[config.mk]
export PLATFORM = sky130hd
export DESIGN_NAME = alu_issue_wb_flat
export DESIGN_NICKNAME = d
export VERILOG_FILES = /design/src/rtl/alu_issue_wb_pkg.sv /design/src/rtl/alu_issue_wb_if.sv /design/src/rtl/alu_issue_wb_regfile.sv /design/src/rtl/alu_issue_wb.sv /design/src/flat_wrapper.sv
export SDC_FILE = /design/constraint.sdc
export NUM_CORES = 1
export LEC_CHECK = 0
export CAP_MARGIN = 0
export CORE_ASPECT_RATIO = 0.9
export CORE_UTILIZATION = 45
export DETAILED_ROUTE_END_ITERATION = 10
export PLACE_DENSITY_LB_ADDON = 0.05
export SLEW_MARGIN = 20
export SYNTH_ARGS = -nofsm -noshare
export SYNTH_HDL_FRONTEND = slang
export SYNTH_SLANG_ARGS = --single-unit
[constraint.sdc]
create_clock -name clk -period 4.6 [get_ports clk]
set_clock_uncertainty 0.05 [all_clocks]
set_input_delay 0.92 -clock clk [delete_from_list [all_inputs] [get_ports clk]]
set_output_delay 0.92 -clock clk [all_outputs]
set_load 0.03 [all_outputs]
[src/rtl/alu_issue_wb_pkg.sv]
// Shared definitions for the ALU issue/write-back slice: widths, ALU function
// codes and Status bit positions.
package alu_issue_wb_pkg;

  localparam int DW_DEF   = 8;
  localparam int AW_DEF   = 3;
  localparam int STATUS_W = 5;

  localparam int ST_Z = 0;
  localparam int ST_C = 1;
  localparam int ST_V = 2;
  localparam int ST_N = 3;
  localparam int ST_D = 4;

  typedef enum logic [3:0] {
    FS_PASSA = 4'h0,
    FS_ADD   = 4'h1,
    FS_SUB   = 4'h2,
    FS_AND   = 4'h3,
    FS_OR    = 4'h4,
    FS_XOR   = 4'h5,
    FS_NOT   = 4'h6,
    FS_SHL   = 4'h7,
    FS_SHR   = 4'h8,
    FS_EQ    = 4'h9
  } fs_e;

endpackage

[src/rtl/alu_issue_wb_if.sv]
// Bundle of decoder, ALU and write-back signals around alu_issue_wb.
// master = decoder/ALU side, slave = the issue/write-back block.
interface alu_issue_wb_if #(
  parameter int DW = 8,
  parameter int AW = 3
);
  logic          instr_valid;
  logic          instr_ready;
  logic [AW-1:0] ra_addr;
  logic [AW-1:0] rb_addr;
  logic [AW-1:0] rd_addr;
  logic [DW-1:0] imm;
  logic          b_imm_sel;
  logic [3:0]    fs_in;
  logic [2:0]    sh_in;
  logic          wb_en;
  logic          flag_we;

  logic [DW-1:0] OprdA;
  logic [DW-1:0] OprdB;
  logic [3:0]    FS;
  logic [2:0]    SH;
  logic [DW-1:0] FOut;
  logic          Z, C, V, N, D;

  logic [4:0]    Status;
  logic          wb_valid;
  logic [AW-1:0] wb_addr;
  logic [DW-1:0] wb_data;

  modport master (
    output instr_valid, ra_addr, rb_addr, rd_addr, imm, b_imm_sel,
           fs_in, sh_in, wb_en, flag_we, FOut, Z, C, V, N, D,
    input  instr_ready, OprdA, OprdB, FS, SH, Status, wb_valid, wb_addr, wb_data
  );

  modport slave (
    input  instr_valid, ra_addr, rb_addr, rd_addr, imm, b_imm_sel,
           fs_in, sh_in, wb_en, flag_we, FOut, Z, C, V, N, D,
    output instr_ready, OprdA, OprdB, FS, SH, Status, wb_valid, wb_addr, wb_data
  );
endinterface

[src/rtl/alu_issue_wb_regfile.sv]
// General register file: 2**AW entries of DW bits, two asynchronous read
// ports, one synchronous write port, synchronous active-low clear.
module alu_regfile #(
  parameter int DW = 8,
  parameter int AW = 3
) (
  input  logic          clk,
  input  logic          rst_n,
  input  logic [AW-1:0] i_raAddr,
  input  logic [AW-1:0] i_rbAddr,
  output logic [DW-1:0] o_raData,
  output logic [DW-1:0] o_rbData,
  input  logic          i_we,
  input  logic [AW-1:0] i_wAddr,
  input  logic [DW-1:0] i_wData
);
  localparam int NREG = 1 << AW;

  logic [DW-1:0] r_mem [NREG];

  always_ff @(posedge clk) begin
    if (!rst_n) begin
      for (int i = 0; i < NREG; i++) r_mem[i] <= '0;
    end else if (i_we) begin
      r_mem[i_wAddr] <= i_wData;
    end
  end

  assign o_raData = r_mem[i_raAddr];
  assign o_rbData = r_mem[i_rbAddr];

endmodule

[src/rtl/alu_issue_wb.sv]
// Two-stage operand issue / write-back wrapper around an external combinational ALU.
// Define ALU_BYPASS_EN to forward FOut on RAW hazards instead of stalling one cycle.
module alu_issue_wb
  import alu_issue_wb_pkg::*;
#(
  parameter int DW = DW_DEF,
  parameter int AW = AW_DEF
) (
  input logic           clk,
  input logic           rst_n,
  alu_issue_wb_if.slave bus
);

  logic                r_exValid;
  logic                r_exWb;
  logic                r_exFlagWe;
  logic [AW-1:0]       r_exRd;
  logic [DW-1:0]       r_oprdA;
  logic [DW-1:0]       r_oprdB;
  logic [3:0]          r_fs;
  logic [2:0]          r_sh;
  logic [STATUS_W-1:0] r_status;
  logic                r_wbValid;
  logic [AW-1:0]       r_wbAddr;
  logic [DW-1:0]       r_wbData;

  logic [DW-1:0] w_raData;
  logic [DW-1:0] w_rbData;
  logic [DW-1:0] w_srcA;
  logic [DW-1:0] w_srcB;
  logic          w_wbWe;
  logic          w_hitA;
  logic          w_hitB;
  logic          w_transfer;

  alu_regfile #(.DW(DW), .AW(AW)) u_regfile (
    .clk      (clk),
    .rst_n    (rst_n),
    .i_raAddr (bus.ra_addr),
    .i_rbAddr (bus.rb_addr),
    .o_raData (w_raData),
    .o_rbData (w_rbData),
    .i_we     (w_wbWe),
    .i_wAddr  (r_exRd),
    .i_wData  (bus.FOut)
  );

  // A source hits when the instruction in execute is about to write it back.
  assign w_wbWe = r_exValid & r_exWb;
  assign w_hitA = w_wbWe & (bus.ra_addr == r_exRd);
  assign w_hitB = w_wbWe & !bus.b_imm_sel & (bus.rb_addr == r_exRd);

`ifdef ALU_BYPASS_EN
  assign bus.instr_ready = 1'b1;
  assign w_srcA = w_hitA ? bus.FOut : w_raData;
  assign w_srcB = bus.b_imm_sel ? bus.imm : (w_hitB ? bus.FOut : w_rbData);
`else
  logic w_hazard;
  assign w_hazard        = w_hitA | w_hitB;
  assign bus.instr_ready = !w_hazard;
  assign w_srcA = w_raData;
  assign w_srcB = bus.b_imm_sel ? bus.imm : w_rbData;
`endif

  assign w_transfer = bus.instr_valid & bus.instr_ready;

  always_ff @(posedge clk) begin
    if (!rst_n) begin
      r_exValid  <= 1'b0;
      r_exWb     <= 1'b0;
      r_exFlagWe <= 1'b0;
      r_exRd     <= '0;
      r_oprdA    <= '0;
      r_oprdB    <= '0;
      r_fs       <= '0;
      r_sh       <= '0;
      r_status   <= '0;
      r_wbValid  <= 1'b0;
      r_wbAddr   <= '0;
      r_wbData   <= '0;
    end else begin
      r_exValid <= w_transfer;
      if (w_transfer) begin
        r_oprdA    <= w_srcA;
        r_oprdB    <= w_srcB;
        r_fs       <= bus.fs_in;
        r_sh       <= bus.sh_in;
        r_exRd     <= bus.rd_addr;
        r_exWb     <= bus.wb_en;
        r_exFlagWe <= bus.flag_we;
      end

      r_wbValid <= w_wbWe;
      if (w_wbWe) begin
        r_wbAddr <= r_exRd;
        r_wbData <= bus.FOut;
      end

      if (r_exValid & r_exFlagWe) begin
        r_status[ST_Z] <= bus.Z;
        r_status[ST_C] <= bus.C;
        r_status[ST_V] <= bus.V;
        r_status[ST_N] <= bus.N;
        r_status[ST_D] <= bus.D;
      end
    end
  end

  assign bus.OprdA    = r_oprdA;
  assign bus.OprdB    = r_oprdB;
  assign bus.FS       = r_fs;
  assign bus.SH       = r_sh;
  assign bus.Status   = r_status;
  assign bus.wb_valid = r_wbValid;
  assign bus.wb_addr  = r_wbAddr;
  assign bus.wb_data  = r_wbData;

endmodule

[src/flat_wrapper.sv]
// flat-port wrapper written by rule: the top's interface ports become plain ports
module alu_issue_wb_flat import alu_issue_wb_pkg::*;
#(
  parameter int DW = DW_DEF,
  parameter int AW = AW_DEF
)
  (clk, rst_n, bus_instr_valid, bus_ra_addr, bus_rb_addr, bus_rd_addr, bus_imm, bus_b_imm_sel, bus_fs_in, bus_sh_in, bus_wb_en, bus_flag_we, bus_FOut, bus_Z, bus_C, bus_V, bus_N, bus_D, bus_instr_ready, bus_OprdA, bus_OprdB, bus_FS, bus_SH, bus_Status, bus_wb_valid, bus_wb_addr, bus_wb_data);
  alu_issue_wb_if #(.DW(DW), .AW(AW)) bus_i ();
  input logic clk;
  input logic rst_n;
  input wire logic [$bits(bus_i.instr_valid)-1:0] bus_instr_valid;
  input wire logic [$bits(bus_i.ra_addr)-1:0] bus_ra_addr;
  input wire logic [$bits(bus_i.rb_addr)-1:0] bus_rb_addr;
  input wire logic [$bits(bus_i.rd_addr)-1:0] bus_rd_addr;
  input wire logic [$bits(bus_i.imm)-1:0] bus_imm;
  input wire logic [$bits(bus_i.b_imm_sel)-1:0] bus_b_imm_sel;
  input wire logic [$bits(bus_i.fs_in)-1:0] bus_fs_in;
  input wire logic [$bits(bus_i.sh_in)-1:0] bus_sh_in;
  input wire logic [$bits(bus_i.wb_en)-1:0] bus_wb_en;
  input wire logic [$bits(bus_i.flag_we)-1:0] bus_flag_we;
  input wire logic [$bits(bus_i.FOut)-1:0] bus_FOut;
  input wire logic [$bits(bus_i.Z)-1:0] bus_Z;
  input wire logic [$bits(bus_i.C)-1:0] bus_C;
  input wire logic [$bits(bus_i.V)-1:0] bus_V;
  input wire logic [$bits(bus_i.N)-1:0] bus_N;
  input wire logic [$bits(bus_i.D)-1:0] bus_D;
  output wire logic [$bits(bus_i.instr_ready)-1:0] bus_instr_ready;
  output wire logic [$bits(bus_i.OprdA)-1:0] bus_OprdA;
  output wire logic [$bits(bus_i.OprdB)-1:0] bus_OprdB;
  output wire logic [$bits(bus_i.FS)-1:0] bus_FS;
  output wire logic [$bits(bus_i.SH)-1:0] bus_SH;
  output wire logic [$bits(bus_i.Status)-1:0] bus_Status;
  output wire logic [$bits(bus_i.wb_valid)-1:0] bus_wb_valid;
  output wire logic [$bits(bus_i.wb_addr)-1:0] bus_wb_addr;
  output wire logic [$bits(bus_i.wb_data)-1:0] bus_wb_data;
  assign bus_i.instr_valid = bus_instr_valid;
  assign bus_i.ra_addr = bus_ra_addr;
  assign bus_i.rb_addr = bus_rb_addr;
  assign bus_i.rd_addr = bus_rd_addr;
  assign bus_i.imm = bus_imm;
  assign bus_i.b_imm_sel = bus_b_imm_sel;
  assign bus_i.fs_in = bus_fs_in;
  assign bus_i.sh_in = bus_sh_in;
  assign bus_i.wb_en = bus_wb_en;
  assign bus_i.flag_we = bus_flag_we;
  assign bus_i.FOut = bus_FOut;
  assign bus_i.Z = bus_Z;
  assign bus_i.C = bus_C;
  assign bus_i.V = bus_V;
  assign bus_i.N = bus_N;
  assign bus_i.D = bus_D;
  assign bus_instr_ready = bus_i.instr_ready;
  assign bus_OprdA = bus_i.OprdA;
  assign bus_OprdB = bus_i.OprdB;
  assign bus_FS = bus_i.FS;
  assign bus_SH = bus_i.SH;
  assign bus_Status = bus_i.Status;
  assign bus_wb_valid = bus_i.wb_valid;
  assign bus_wb_addr = bus_i.wb_addr;
  assign bus_wb_data = bus_i.wb_data;
  alu_issue_wb #(.DW(DW), .AW(AW)) u_core (.clk(clk), .rst_n(rst_n), .bus(bus_i));
endmodule
# Yosys cells after proc, flatten, opt, wreduce, memory -nomap -nowiden
# Memories as Yosys holds them, arrays and structs flattened. A register that Yosys moved wholly into a read port is not among the register bits.
# Cells that the tools add are included.
# Widths: inputs -> output; s select.
# word_totals
in_bits,43
mem_bits_ro,0
word_cells,33
memories,1
register_bits,38
latchBits,0
ram_bits,64
out_inout_bits,41
# mem_list
memory,words,word_bits,read_ports,rd_ports_with_merged_regs,wr,line,text
u_core.u_regfile.r_mem,8,8,2,1,8,alu_issue_wb_regfile.sv:19,logic [DW-1:0] r_mem [NREG];
# classes
n_lt_le_gt_ge,0
n_div,0
n_mux,8
n_bitwise,7
reduce_logical,4
shifts,0
add_sub_neg,0
n_mul,0
n_eq_ne,2
# ops
cell,count
$mux 8,2
$reduce_or 8->1,1
$and 1x1->1,6
$eq 3x3->1,2
$mux 1,5
$logic_not 1->1,3
$mux 3,1
$or 1x1->1,1

# Depth between registers and ports, before layout
# logic_depth
depth_word,6
ltp_mapped,7
ltp_nobuf,4

# By module
# A second synthesis with hierarchy kept.
# hier_totals
cells_unflattened,433
hier_area_um2,5472.7
# by_module_without_submodules
module,area_per_inst_um2,n_inst,cells_each,seq_area_each_um2
alu_regfile,3525.9,1,223,1921.8
alu_issue_wb,1946.9,1,210,920.9

# Least setup slack after synthesis
# Ideal clock, no wire load.
# synth_path
path_kind,input port to output port
from,input bus_ra_addr[1]
to,output bus_instr_ready
setup_slack_ns,1.733
cell_stages,4
n_path_buf,1
required_time_ns,3.630
arrival_ns,1.897
path_cell_list,buf_2 > xnor2_1 > and4_1 > nor2_2
# synth_via
elab_chain_cells,4
# synth_lines
element,line,text
"start, declared",flat_wrapper.sv:12,input wire logic [$bits(bus_i.ra_addr)-1:0] bus_ra_addr;
$eq 3x3->1,alu_issue_wb.sv:50,assign w_hitA = w_wbWe & (bus.ra_addr == r_exRd);
$and 1x1->1,alu_issue_wb.sv:50,
$or 1x1->1,alu_issue_wb.sv:59,assign w_hazard = w_hitA | w_hitB;
$logic_not 1->1,alu_issue_wb.sv:60,assign bus.instr_ready = !w_hazard;
"end, declared",flat_wrapper.sv:27,output wire logic [$bits(bus_i.instr_ready)-1:0] bus_instr_ready;
# No other way between the ends.

# Final worst setup path
# layout_path
from,input bus_rb_addr[0]
to,output bus_instr_ready
# layout_via
elab_chain_cells,4
# layout_lines
element,line,text
"start, declared",flat_wrapper.sv:13,input wire logic [$bits(bus_i.rb_addr)-1:0] bus_rb_addr;
$eq 3x3->1,alu_issue_wb.sv:51,assign w_hitB = w_wbWe & !bus.b_imm_sel & (bus.rb_addr == r_exRd);
$and 1x1->1,alu_issue_wb.sv:51,
$or 1x1->1,alu_issue_wb.sv:59,
$logic_not 1->1,alu_issue_wb.sv:60,
# No other way between the ends.

==> results.sh <==
export IMPL_grt_ovfl_total=0
export IMPL_die_y_um=106
export IMPL_fill_cells=989
export IMPL_hp_class="reg2reg"
export IMPL_crit_arrival_ps=3080
export IMPL_worstMarginPinSlew_ps=1120
export IMPL_cts_hold_fix_buffers=0
export IMPL_worstSetupPathType="in2out"
export IMPL_async_flop_share_pct=0
export IMPL_path_max_fanout=9
export IMPL_critPathLaunch="bus_rb_addr[0]"
export IMPL_gp_congestion=0.810
export IMPL_relSlewSlack_pct=24.8
export IMPL_fmax_mhz=247
export IMPL_whs_endpoint="u_core.bus.OprdA[6]"
export IMPL_numCtsBuffers=9
export IMPL_drt_total_wl_mm=13.4
export IMPL_max_cap_violations=0
export IMPL_rows=37
export IMPL_reg2regPathDepth=3
export IMPL_antenna_found_initial=0
export IMPL_period_needed_ps=4050
export IMPL_grt_total_usage_pct=22.9
export IMPL_start_kind="primary input"
export IMPL_grt_pass1_wl_mm=21.5
export IMPL_syn_area_um2=5390
export IMPL_reg2reg_to="u_core.u_regfile.r_mem[7][3]"
export IMPL_routedWlPerCell_um=19.3
export IMPL_io_buffers=83
export IMPL_vdd_drop_max_uv=292
export IMPL_status="finished, final reports clean"
export IMPL_ff_latch_area_um2=2840
export IMPL_initial_core_util_pct=46.6
export IMPL_yosysSeqAreaShare_pct=52.7
export IMPL_root_buffer="clkbuf_16"
export IMPL_first_iter_violations=336
export IMPL_ys_ff_latch=110
export IMPL_die_x_um=117
export IMPL_drtAntennaViolNets=0
export IMPL_vias_per_cell=5.58
export IMPL_io_pins=84
export IMPL_hpwl_mm=9.98
export IMPL_syn_area_per_cell_um2=11.9
export IMPL_nNetsFinal=575
export IMPL_synth_cell_type_count=37
export IMPL_grt_pass1_vias=3839
export IMPL_period_share_pct=88.0
export IMPL_grt_start_max_net_pins=73
export IMPL_drv_slew=0
export IMPL_setup_viol=0
export IMPL_post_route_util_pct=57.0
export IMPL_powerDensity_nw_per_um2=322
export IMPL_hold_viol_final=0
export IMPL_worst_setup_path_end_kind="primary output"
export IMPL_yosys_warnings=0
export IMPL_hold_start="u_core.bus.OprdA[6]"
export IMPL_first_pass_iters=4
export IMPL_cts_sinks=110
export IMPL_drcViolationCount=0
export IMPL_synth_top_area_share_pct=35.6
export IMPL_n_antenna_cell=0
export IMPL_dieArea_um2=12400
export IMPL_min_path_cells=2
export IMPL_clock_latency_ps=350
export IMPL_cts_resized=0
export IMPL_syn_inst=454
export IMPL_rsz0062_at_grt="false"
export IMPL_post_cts_buffers=0
export IMPL_cp_required_ps=3630
export IMPL_clk_pin_slew_ps=70
export IMPL_synth_largest_area_cell="edfxtp_1"
export IMPL_syn2layout_area_growth_pct=22.4
export IMPL_power_leakage_uw=0.00239
export IMPL_ys_flop_type="edfxtp_1"
export IMPL_drive_above_1_share_pct=10.8
export IMPL_vias=3867
export IMPL_regToRegStartpoint="u_core.r_exValid"
export IMPL_cts_tree="yes"
export IMPL_multiInputGateArea_um2=2370
export IMPL_syn_nets=497
export IMPL_synth_edf_count=64
export IMPL_coreArea_um2=11600
export IMPL_setup_tns_ps=0
export IMPL_htreeDepth=3
export IMPL_synth_area_leaders="edfxtp_1 (36%), dfxtp_1 (17%), and2_1 (7.5%)"
export IMPL_reg2reg_setup_slack_ps=2180
export IMPL_clk_path_buf_depth=2
[layout make-up]
class / count / share of cell area [%]
clock buffers: 12 / 3.58
clock inverters: 4 / 0.493
inverters: 2 / 0.114
multi-input cells: 314 / 35.9
flip-flops and latches: 110 / 43.1
well taps: 156 / 2.96
repair buffers: 95 / 13.9
[worst max path at each step]
stage | endpoint | cells past startpoint
after floorplan | bus_instr_ready | 4
after global placement | bus_instr_ready | 5
after detailed placement | bus_instr_ready | 5
after CTS | bus_instr_ready | 5
after global routing | bus_instr_ready | 5
final | bus_instr_ready | 5
[kinds of logic after synthesis]
family / synth area share [%]
and+or+nand+nor: 16.7
xor gates and xnor gates: 0.975
DFF: 52.7
AOI/OAI and AO/OA: 9.00
muxes: 17.3
buffers and inverters: 3.30
[critical path, stage by stage]
cell and delay, ps:
clkdlybuf4s50_1 670, xnor2_1 130, and4_1 240, nor2_2 360
clkdlybuf4s50_1 750
[per-stage QoR]
stage | hold slack (ps) | cell area, um^2 | total power (uW) | setup WS (ps) | std cells
2_1_floorplan | 441 | 5390 | 1290 | 1730 | 454
3_3_place_gp | 390 | 6330 | 1410 | 600 | 677
3_5_place_dp | 391 | 6330 | 1410 | 574 | 677
4_1_cts | 403 | 6600 | 2140 | 570 | 693
5_1_grt | 419 | 6600 | 2200 | 411 | 693
6_report | 398 | 6600 | 2120 | 552 | 693
[power by group]
group | total [uW] | leakage [uW] | switching, uW | internal [uW]
Sequential | 1110 | 0.00104 | 35.1 | 1080
Clock | 732 | 0.000131 | 359 | 374
Combinational | 277 | 0.00122 | 143 | 133
[cells in the final DEF (no fill, tap or decap), drive strengths merged, types with 8 or more instances in the layout]
master | Yosys | final
a311oi | 8 | 8
clkdlybuf4s50 | 0 | 82
a21oi | 17 | 17
nand4 | 10 | 10
and2 | 65 | 65
nor2 | 11 | 11
clkbuf | 12 | 12
buf | 16 | 13
mux2i | 21 | 21
mux2 | 14 | 14
o21ai | 28 | 28
mux4 | 24 | 24
a21boi | 15 | 15
dfxtp | 46 | 46
edfxtp | 64 | 64
nand2 | 61 | 61
[registers in the layout, summed over array words and instances, names as in the netlist]
register                count
u_core.bus.FS               4
u_core.bus.OprdA            8
u_core.bus.OprdB            8
u_core.bus.SH               3
u_core.bus.Status           5
u_core.bus.wb_addr          3
u_core.bus.wb_data          8
u_core.bus.wb_valid         1
u_core.r_exFlagWe           1
u_core.r_exRd               3
u_core.r_exValid            1
u_core.r_exWb               1
u_core.u_regfile.r_mem     64
[Yosys cell counts (3+ instances only)]
cell	count
a21oi_1	17
mux2_2	13
nand3_1	6
o21ai_1	13
nor2_1	10
a311oi_1	7
clkbuf_1	12
o22ai_1	3
dfxtp_1	46
nand4_1	10
or3_1	3
mux4_1	7
buf_6	6
mux2i_1	21
xnor2_1	6
buf_4	3
mux4_2	17
nand2_1	61
a221oi_1	5
a21boi_0	15
nand2b_1	6
and2_1	65
o21ai_0	15
edfxtp_1	64
buf_2	7
nor3_1	3
[per-layer routing]
layer	wire length [um]	global-route usage (%)
met1	6200	32.2
met2	6070	34.9
met3	948	5.68
met4	176	7.24
met5	0	0
No activity file was read; power rests on OpenSTA's default activity.
==> patch 1 (config.mk and constraints unchanged) <==
`DW_DEF`: 8 -> 12.
--- a/src/rtl/alu_issue_wb_pkg.sv
+++ b/src/rtl/alu_issue_wb_pkg.sv
@@ -2,7 +2,7 @@
 // codes and Status bit positions.
 package alu_issue_wb_pkg;
 
-  localparam int DW_DEF   = 8;
+  localparam int DW_DEF   = 12;
   localparam int AW_DEF   = 3;
   localparam int STATUS_W = 5;
 
Interface: changed (5 resized); port bits go from 84 to 104. No check against the original RTL was run, so the function may have changed too.
==> patch 1 against the unedited design <==
Wire length is 55% higher. Cell area increased by 39%. Total power is 55% higher. Sequential cell count is 44 higher. Clock power is 82% higher. Worst setup slack gained 0.44 ns. Synthesized area grew 38%. Register-to-register slack worse by 0.23 ns. Critical endpoint unchanged.
==> patch 1: results (changes against the unedited design) <==
stage;metric;value;unit;change
placed_design;place_congestion;0.825;;was 0.810
logic_synthesis;yosys-top-cells-count;99 x and2_1, 96 x edfxtp_1, 84 x nand2_1;;was 65 x and2_1, 64 x edfxtp_1, 61 x nand2_1
power_and_ir_drop;p_clk;0.00133;W;was 0.000732 W
power_and_ir_drop;p_leak;3.43;nW;was 2.39 nW
power_and_ir_drop;vdd_drop_max;0.332;mV;was 0.292 mV
cells_and_area;drive_above_1_share;12.5;%;was 10.8%
placed_design;place_ws;1.01;ns;was 0.574 ns
logic_synthesis;synth_edf_count;96;;was 64
global_routing;grt_pass1_vias;5058;;was 3839
global_routing;grt_max_degree;58;;was 73
logic_synthesis;syn-num-nets;671;;was 497
power_and_ir_drop;p_seq;0.00156;W;was 0.00111 W
critical_path;crit_fanout;2;;was 9
cells_and_area;largest_reg_flops;96;;was 64
placed_design;portBuffers;103;;was 83
critical_path;cp-startpoint;bus_rb_addr[2];;was bus_rb_addr[0]
clock_network;cts.htree.levels;4;;was 3
logic_synthesis;synth.area.top_cells;edfxtp_1 39%, dfxtp_1 16%, mux2i_1 9.6%;;was edfxtp_1 36%, dfxtp_1 17%, and2_1 7.5%
critical_path;slowest_delay;0.67;ns;was 0.75 ns
placed_design;dp.cells;902;;was 677
timing;tightest_slew;1.19;ns;was 1.12 ns
logic_synthesis;synth_cell_type_count;33;;was 37
logic_synthesis;syn-mean-instance-area;12.0;sq um;was 11.9 sq um
outcome;status;complete, no violations;;unchanged
routing;drt-vias-per-instance;5.64;;was 5.58
logic_synthesis;synth_compound_area_share;9.69;%;was 9.00%
logic_synthesis;synth_xor_area_share;0.708;%;was 0.975%
logic_synthesis;seq_area_frac_synth;54.5;%;was 52.7%
timing;min_period;3.60;ns;was 4.05 ns
routing;drt_iter0_markers;373;;was 336
power_and_ir_drop;p_sw_share;24.9;%;was 25.3%
routing;routedWlPerCell;22.2;microns;was 19.3 microns
worst_hold_path;hold_end;u_core.bus.wb_data[8]$_SDFFE_PN0N_;;was u_core.bus.OprdA[6]$_SDFFE_PN0P_
placed_design;dp.final_hpwl;14.1;mm;was 9.98 mm
critical_path;ff2ff_setup_slack;1.95;ns;was 2.18 ns
placed_design;detailed_place.area;8620;sq um;was 6330 sq um
global_routing;grt_first_pass_wirelength;30.4;mm;was 21.5 mm
critical_path;arrival;2.63;ns;was 3.08 ns
cells_and_area;nFillCells;1322;;was 989
logic_synthesis;muxShareOfSynthArea;16.8;%;was 17.3%
patch 1: changes by cell type in the layout (fill, tap and decap cells not counted), moves of 10 or more:
cell	unedited run	this run
dfxtp_1	46	58
mux2i_1	21	71
mux2_2	13	0
nand2_1	61	84
o21ai_1	15	0
a22oi_1	0	12
a21oi_1	17	31
edfxtp_1	64	96
and2_1	65	99
o211ai_1	0	12
clkbuf_16	9	19
clkdlybuf4s50_1	82	100
a21boi_0	15	0
patch 1: routing by layer:
metal / share of wire [%] / vias to the layer above / GRT usage, %
met5: 0 / - / 0
met4: 2.8 / 0 / 10.2
met3: 7.1 / 35 / 7.16
met2: 45 / 211 / 38.2
met1: 45 / 2572 / 35.0
li1: - / 2453 / -
patch 1: cell type report:
cell class / count / share of cell area (%)
clock buffers: 23 / 5.48
clock inverters: 9 / 0.668
inverters: 3 / 0.123
multi-input cells: 414 / 33.9
flip-flops and latches: 154 / 44.0
well taps: 207 / 2.82
repair buffers: 124 / 12.9
==> patch 2 (same flow settings) <==
Made on the original files. Reset style: asynchronous (`rst_n`), changed in 2 clocked blocks.
--- a/src/rtl/alu_issue_wb_regfile.sv
+++ b/src/rtl/alu_issue_wb_regfile.sv
@@ -18,7 +18,7 @@
 
   logic [DW-1:0] r_mem [NREG];
 
-  always_ff @(posedge clk) begin
+  always_ff @(posedge clk or negedge rst_n) begin
     if (!rst_n) begin
       for (int i = 0; i < NREG; i++) r_mem[i] <= '0;
     end else if (i_we) begin
--- a/src/rtl/alu_issue_wb.sv
+++ b/src/rtl/alu_issue_wb.sv
@@ -64,7 +64,7 @@
 
   assign w_transfer = bus.instr_valid & bus.instr_ready;
 
-  always_ff @(posedge clk) begin
+  always_ff @(posedge clk or negedge rst_n) begin
     if (!rst_n) begin
       r_exValid  <= 1'b0;
       r_exWb     <= 1'b0;
Function: differs if rst_n is asserted again (counterexample within 4 cycles, from zero or initial values and one cycle with rst_n low); with rst_n held inactive, the same outputs for 4 cycles.
==> patch 2 against the unedited design <==
Utilization increased by 0.091 points. Synthesized area down 2.3%. Global-route usage decreased by 1.7 points. Wire length down 11%. Sequential cell count unchanged. Worst setup slack gained 0.18 ns. Die area shrank 2.2%. Cell area shrank 1.0%.
Power is not compared: it rests on default switching activity, and its combinational part moved more than twofold at a synthesized area within 25%.
==> patch 2: results (changes against the unedited design) <==
stage;metric;value;unit;change
placed_design;dp.final_hpwl;8.01;mm;was 9.98 mm
routing;vias;3230;;was 3867
placed_design;place_congestion;0.777;;was 0.810
global_routing;grt_max_degree;70;;was 73
timing;max_slew_margin;21.2;%;was 24.8%
routing;routedWlPerCell;20.7;microns;was 19.3 microns
routing;drt_iter0_markers;130;;was 336
worst_hold_path;whs_path_depth;1;;was 2
routing;dr.pass1.iters;6;;was 4
timing;whs;0.440;ns;was 0.398 ns
clock_network;ctsLongestPathBuffers;2;;unchanged
global_routing;grt_pass1_vias;3420;;was 3839
cells_and_area;nFillCells;967;;was 989
logic_synthesis;seq_area_frac_synth;52.2;%;was 52.7%
placed_design;place_ws;0.695;ns;was 0.574 ns
cells_and_area;largest_reg_flops;64;;unchanged
critical_path;reg2regPathDepth;3;;unchanged
clock_network;path_clk_slew;0.07;ns;about the same
global_routing;grt_first_pass_wirelength;18.8;mm;was 21.5 mm
cells_and_area;nets;461;;was 575
logic_synthesis;yosysWarnings;0;;unchanged
outcome;status;complete, no violations;;unchanged
clock_network;cts_setup_buffers;0;;unchanged
clock_network;clock_latency;0.35;ns;about the same
logic_synthesis;synth.area.top_cells;dfrtp_1 52%, mux2_2 19%, mux4_2 14%;;was edfxtp_1 36%, dfxtp_1 17%, and2_1 7.5%
logic_synthesis;yosys-top-cells-count;110 x dfrtp_1, 89 x mux2_2, 32 x mux4_2;;was 65 x and2_1, 64 x edfxtp_1, 61 x nand2_1
logic_synthesis;synthArstFlopShare;100;%;was 0%
worst_hold_path;hold_end;u_core.r_exFlagWe$_DFFE_PN0P_;;was u_core.bus.OprdA[6]$_SDFFE_PN0P_
critical_path;r2r_start;u_core.r_exRd[1]$_DFFE_PN0P_;;was u_core.r_exValid$_SDFF_PN0_
critical_path;slowest_delay;0.73;ns;was 0.75 ns
logic_synthesis;synth-main-ff-cell;dfrtp_1;;was edfxtp_1
critical_path;reg2reg_to;u_core.u_regfile.r_mem[39]$_DFFE_PN0P_;;was u_core.u_regfile.r_mem[7][3]$_SDFFCE_PN0P_
logic_synthesis;syn-num-nets;377;;was 497
worst_hold_path;hp-start;u_core.r_exFlagWe$_DFFE_PN0P_;;was u_core.bus.OprdA[6]$_SDFFE_PN0P_
power_and_ir_drop;vdd_drop_max;0.245;mV;
logic_synthesis;synth_cell_type_count;26;;was 37
global_routing;grt.total_usage;21.3;%;was 22.9%
critical_path;crit_fanout;7;;was 9
placed_design;portBuffers;83;;unchanged
critical_path;arrival;2.90;ns;was 3.08 ns
cells_and_area;n_antenna_cell;0;;unchanged
cells_and_area;drive_above_1_share;38.9;%;was 10.8%
## patch 2: changes by cell type in the layout (fill, tap and decap cells not counted), sizes merged, moves of 46 or more
cell / before / now
dfrtp: 0 / 110
mux2: 14 / 115
and2: 65 / 0
edfxtp: 64 / 0
nand2: 61 / 5
dfxtp: 46 / 0
## patch 2: critical path, delay by kind of cell
family                    cells  cell delay (ns)
buffers and inverters         2             1.35
xor gates and xnor gates      1             0.14
and+or+nand+nor               2             0.48
## patch 2: worst max path at each step
stage	to	slack, ns	cells past startpoint
floorplan	bus_instr_ready	1.84	4
global placement	bus_instr_ready	0.75	5
detailed placement	bus_instr_ready	0.69	5
CTS	bus_instr_ready	0.69	5
global route	bus_instr_ready	0.62	5
finish	bus_instr_ready	0.73	5
## patch 2: layer usage
metal	vias up	wire length, microns	share of wire (%)	track usage [%]
met4	0	257	2.2	7.42
met2	73	6060	51	35.7
met1	1737	5230	44	27.3
li1	1406	-	-	-
met5	-	0	0	0
met3	14	392	3.3	4.12
## patch 2: area by class of cell
cell class | count | area, sq um | share of cell area [%]
Clock buffer | 12 | 256 | 3.93
Clock inverter | 3 | 20.0 | 0.306
Inverter | 9 | 33.8 | 0.517
Multi-Input combinational cell | 194 | 2360 | 36.2
Sequential cell | 110 | 2750 | 42.1
Tap cell | 156 | 195 | 2.99
Timing Repair Buffer | 94 | 911 | 13.9
## patch 2: per-stage QoR
step                      std cells  area (sq um)
after floorplan                 334          5270
after global placement          563          6260
after detailed placement        563          6260
after CTS                       578          6530
after global routing            578          6530
final                           578          6530
## patch 2: cell families (layout without fill, tap and decap cells)
| family | count (synthesis) | count (layout) | share of synthesized area [%] |
|---|---|---|---|
| muxes | 147 | 147 | 38.9 |
| and+or+nand+nor | 25 | 25 | 3.13 |
| buffers and inverters | 30 | 118 | 3.02 |
| xor gates and xnor gates | 6 | 6 | 0.997 |
| DFF | 110 | 110 | 52.2 |
| AOI/OAI and AO/OA | 16 | 16 | 1.71 |
## patch 2: report_power, final
part / total (W) / switching, W / internal (W)
logic: 0.00128 / 0.000513 / 0.000772
registers: 0.00163 / 0.000272 / 0.00136
clock network: 0.000735 / 0.000342 / 0.000393
